**src/rtl/fetch_sequencer.sv**
```systemverilog
// LEGv8 PC holder and instruction fetcher feeding decode; optional ack watchdog under FETCH_TIMEOUT_EN.
// Latency: an ack at an edge shows inst_valid after that edge; exec_done at an edge shows the new pc and imem_req after it.
// Backpressure: the request and address stay stable until imem_ack; the fetched word is held until exec_done.
module fetch_sequencer #(
  parameter int unsigned       ADDR_W      = 64,
  parameter logic [ADDR_W-1:0] RESET_PC    = '0,
  parameter int unsigned       TIMEOUT_CYC = 16
) (
  input  logic              clk,
  input  logic              rst_n,
  input  logic [1:0]        pcsrc,
  input  logic [ADDR_W-1:0] branch_imm,
  input  logic [ADDR_W-1:0] reg_target,
  input  logic              exec_done,
  output logic              imem_req,
  output logic [ADDR_W-1:0] imem_addr,
  input  logic              imem_ack,
  input  logic [31:0]       imem_rdata,
  output logic              inst_valid,
  output logic [31:0]       inst,
  output logic [10:0]       opcode,
  output logic [3:0]        cond,
  output logic [ADDR_W-1:0] pc,
  output logic [ADDR_W-1:0] pc_plus4,
  output logic              fetch_err
);

  typedef enum logic [1:0] {
    IDLE   = 2'd0,
    FETCH  = 2'd1,
    DECODE = 2'd2
  } state_t;

  localparam logic [ADDR_W-1:0] FOUR = ADDR_W'(4);

  state_t            state_q, state_d;
  logic [ADDR_W-1:0] pc_q, pc_d;
  logic [31:0]       inst_q, inst_d;
  logic [ADDR_W-1:0] next_pc;

  // pcsrc 3 is treated as sequential, same as 0.
  always_comb begin
    case (pcsrc)
      2'd1:    next_pc = pc_q + (branch_imm << 2);
      2'd2:    next_pc = reg_target;
      default: next_pc = pc_q + FOUR;
    endcase
  end

  always_ff @(posedge clk or negedge rst_n) begin
    if (!rst_n) begin
      state_q <= IDLE;
      pc_q    <= RESET_PC;
      inst_q  <= '0;
    end else begin
      state_q <= state_d;
      pc_q    <= pc_d;
      inst_q  <= inst_d;
    end
  end

  always_comb begin
    state_d = state_q;
    pc_d    = pc_q;
    inst_d  = inst_q;
    case (state_q)
      IDLE: state_d = FETCH;
      FETCH: begin
        if (imem_ack) begin
          inst_d  = imem_rdata;
          state_d = DECODE;
        end
      end
      DECODE: begin
        // An ack arriving here is not relatched; only retirement moves the PC.
        if (exec_done) begin
          pc_d    = next_pc;
          state_d = FETCH;
        end
      end
      default: state_d = IDLE;
    endcase
  end

  assign imem_req   = (state_q == FETCH);
  assign inst_valid = (state_q == DECODE);
  assign imem_addr  = pc_q;
  assign pc         = pc_q;
  assign pc_plus4   = pc_q + FOUR;
  assign inst       = inst_q;
  assign opcode     = inst_q[31:21];
  assign cond       = inst_q[3:0];

`ifdef FETCH_TIMEOUT_EN
  localparam int unsigned    CNT_W    = (TIMEOUT_CYC > 255) ? $clog2(TIMEOUT_CYC + 1) : 8;
  localparam logic [CNT_W-1:0] CNT_LAST = CNT_W'(TIMEOUT_CYC - 1);

  logic [CNT_W-1:0] wait_cnt_q;
  logic             err_q;

  // Watchdog only flags; the request keeps running at the same pc.
  always_ff @(posedge clk or negedge rst_n) begin
    if (!rst_n) begin
      wait_cnt_q <= '0;
      err_q      <= 1'b0;
    end else if (state_q == FETCH && !imem_ack) begin
      if (wait_cnt_q == CNT_LAST) begin
        wait_cnt_q <= '0;
        err_q      <= 1'b1;
      end else begin
        wait_cnt_q <= wait_cnt_q + CNT_W'(1);
      end
    end else begin
      wait_cnt_q <= '0;
    end
  end

  assign fetch_err = err_q;
`else
  assign fetch_err = 1'b0;
`endif

endmodule

```
**config.mk**
```make
export PLATFORM = sky130hd
export DESIGN_NAME = fetch_sequencer
export DESIGN_NICKNAME = d
export VERILOG_FILES = /design/src/rtl/fetch_sequencer.sv
export SDC_FILE = /design/constraint.sdc
export NUM_CORES = 1
export LEC_CHECK = 0
export CORE_MARGIN = 2
export CORE_UTILIZATION = 40
export CTS_CLUSTER_DIAMETER = 60
export DETAILED_ROUTE_END_ITERATION = 8
export PLACE_DENSITY_LB_ADDON = 0.3
export SKIP_LAST_GASP = 1
export SYNTH_ARGS = -nofsm -noshare
export SYNTH_HDL_FRONTEND = slang
export SYNTH_SLANG_ARGS = --single-unit
```
**constraint.sdc**
```tcl
create_clock -name clk -period 3.71 [get_ports clk]
set_clock_uncertainty 0.2 [all_clocks]
set_input_delay 0.371 -clock clk [delete_from_list [all_inputs] [get_ports clk]]
set_output_delay 0.371 -clock clk [all_outputs]
set_load 0.02 [all_outputs]
```
==> results.txt <==
Setup CP Type = flop to output port
Reg clk slew, reported paths = 90 ps
die height = 168 um
post-layout total power = 0.0125 W
drt first pass iters = 6
combinational power share = 74.7%
Synthesized Nets = 1,608
HP Class = flop to flop
critical-path maximum fanout = 8
Placed Cells = 2,134
num ports = 408
Post-synth EDFFs = 0
vias in the first global route = 12,300
Placer Congestion = 0.971
slowest cell delay on critical path = 630 ps
P_leak = 6.92 nW
Worst Slack Setup Final = -16.4 ps
Residual DRC = 0
CP startpoint kind = flop
failing checks = negative setup slack
switching power total = 0.00613 W
Worst-Margin Slew = 891 ps
final net count = 2,037
multiplexer area fraction after synthesis = 4.13%
Net Sw Frac = 49.0%
Routed Antenna Nets = 0
most used cell, CP = buf_4
Synth cell types = 78
GRT overflow = 0
clk_lat worst skew = 370 ps
Non-Filler Instances = 2,157
Root Buffer = clkbuf_16
clk sink count = 98
Compound-Gate Fraction of Synth Area = 26.3%
die extent in x = 168 um
Final Hold Slack = 307 ps
Slew headroom = 40.4%
Tcrit/Tclk final = 100%
required time worst endpoint = 3140 ps
PortBufs = 404
share of layout cells above drive strength 1 = 15.7%
worst-case clock buffer depth = 2
pin count of the biggest net entering global routing = 79
Power Density = 776 mW/mm^2
Area Overhead vs Synth = 49.8%
vias per cell = 5.88
WL per Instance = 21.7 um
CP Cell Sequence = and4_1 > nand4_1 > nor4_1 > buf_4 > and2_1 > buf_4 > xor2_1 > clkdlybuf4s50_1
initial core utilization = 40.3%
fin crit period = 3730 ps
final hold violation count = 0
via count = 12,700
Yosys warning total = 0
Int Power = 0.00637 W
worst IR drop on VDD = 0.000442 V
Simple-Gate Fraction of Synth Area = 20.4%
row count = 60
FFs w/ async S/R, synth = 100%
mean area per synthesized cell = 7.81 um^2
post-synthesis adder-cell area fraction = 7.63%
CTS tree = done
Max Cap Viol = 0
highest-count cells in the layout ignoring fill and taps = clkdlybuf4s50_1 (370), buf_4 (175), nand2_1 (127)
total wire length = 46,800 um
first-pass GRT wire length = 70,500 um
commonest non-fill, non-tap cell in the layout = clkdlybuf4s50_1
RSZ-0062 raised after global routing = true
Setup Viol. Count Final = 1
Syn Std Cell Area = 0.0108 mm^2
cts bufs inserted = 9
fmax = 268 MHz
crit end category = output port
Final HPWL DP = 37,000 um
status = finished with violations
Main synth FF type = dfrtp_1
post-synthesis sequential area ratio = 22.8%
initial antenna violation count = 5
xor/xnor share of the synthesized area = 8.96%
Slowest cell on crit path = clkdlybuf4s50_1
Overall Global Routing Usage = 32.2%
core region area = 0.0267 mm^2
CP arrival = 3160 ps
initial drt markers = 1,256
flops & latches, synth = 98
Die Area = 0.0282 mm^2
final core occ = 60.4%
Mapped Cells = 1,377
Seq pwr share = 16.9%
CTS H-tree depth = 3
Clock Power Share = 8.4%
largest family of logic cells by synthesized area = compound AO/OA/AOI/OAI gates
pins over their slew limit = 0
## flip-flops by register name, indices dropped and copies added (netlist names)
signal,flops
imem_addr,64
inst,32
state_q,2
## layer usage
metal	track usage [%]	share of wire (%)	wire length, um
met5	0	0	0
met4	15.9	4.5	2120
met3	5.71	8.2	3840
met2	54.7	48	22400
met1	39.4	39	18400
## Yosys cell counts, types with 7 or more instances
cell / number / area [um^2]
o21a_1: 11 / 82.6
inv_1: 32 / 120
a21oi_1: 116 / 581
nor3_1: 26 / 130
o21bai_1: 20 / 150
dfrtp_1: 98 / 2450
o21ai_0: 82 / 410
and4_1: 10 / 87.6
a221oi_1: 31 / 272
nand3_1: 64 / 320
buf_4: 83 / 623
a22oi_1: 10 / 75.1
nand2_1: 128 / 480
clkbuf_1: 76 / 285
ha_1: 64 / 801
nor2b_1: 7 / 43.8
xnor2_1: 66 / 578
a21o_1: 41 / 308
a211oi_1: 13 / 97.6
o31ai_1: 15 / 113
and2_1: 14 / 87.6
mux2_2: 35 / 394
nand2b_1: 10 / 62.6
nand4_1: 31 / 194
and3_1: 30 / 188
xor2_1: 44 / 385
a31oi_1: 16 / 100
nor2_1: 96 / 360
o22ai_1: 9 / 56.3
## area by class of cell
class,count,area (um^2)
clock buffer,9,225
timing repair buffer,582,5390
inverter,32,120
multi-input combinational,1083,7390
sequential,98,2460
tap,341,427
fill,2415,10500
antenna,5,12.5
clock inverter,7,81.3
## timing repair
item / in CTS / in global routing
hold buffers: 1 / 0
gates resized for setup: 41 / 37
setup buffers: 0 / 1
cloned: 0 / 0
pin swaps: 0 / 5
endpoints found under the setup margin: 41 / 45
endpoints found under the hold margin: 39 / 0
## power groups by stage
stage	sequential [W]	clock, W	combinational, W
floorplan	0.00262	0	0.00465
global placement	0.00210	0	0.00916
detailed placement	0.00212	0	0.00921
CTS	0.00211	0.00105	0.00922
global route	0.00219	0.00111	0.00992
finish	0.00212	0.00105	0.00934
## worst paths after layout
kind                                      startpoint                         to  slack, ps  cells past startpoint
min in group asynchronous                      rst_n       inst[11]$_DFFE_PN0P_        350                      2
setup reg to reg           imem_addr[28]$_DFFE_PN0P_  imem_addr[58]$_DFFE_PN0P_        190                     12
max in group asynchronous                      rst_n   imem_addr[8]$_DFFE_PN0P_       2180                      3
hold reg to reg                 inst[14]$_DFFE_PN0P_       inst[14]$_DFFE_PN0P_        310                      1
setup / recovery            imem_addr[7]$_DFFE_PN0P_               pc_plus4[45]        -20                      8
hold / removal                  inst[14]$_DFFE_PN0P_       inst[14]$_DFFE_PN0P_        310                      1
## cell families (layout without fill, tap and decap cells)
family / count (synthesis) / in the layout
buffers and inverters: 196 / 630
flip-flops: 98 / 98
adder cells (fa/ha/maj): 65 / 65
multiplexers: 40 / 40
other: 1 / 6
AND/OR/NAND/NOR: 443 / 443
XOR/XNOR: 110 / 110
AO/OA/AOI/OAI: 424 / 424
## per-stage QoR
step                      worst slack [ps]  TNS, ps  instance area [um^2]
final                                -16.4    -16.4                 16100
after global routing                  -113     -258                 16100
after CTS                            -87.2    -87.2                 16000
after detailed placement              -411    -5900                 15700
after global placement                -316    -4470                 15700
after floorplan                        243        0                 10800
## critical path: cells and delay by family (launching register included)
family	cells	cell delay, ps
xor+xnor	1	160
buf+inv	3	1030
flops	1	540
simple gates	4	1040
Note: power is estimated with default switching activity, not from simulation.
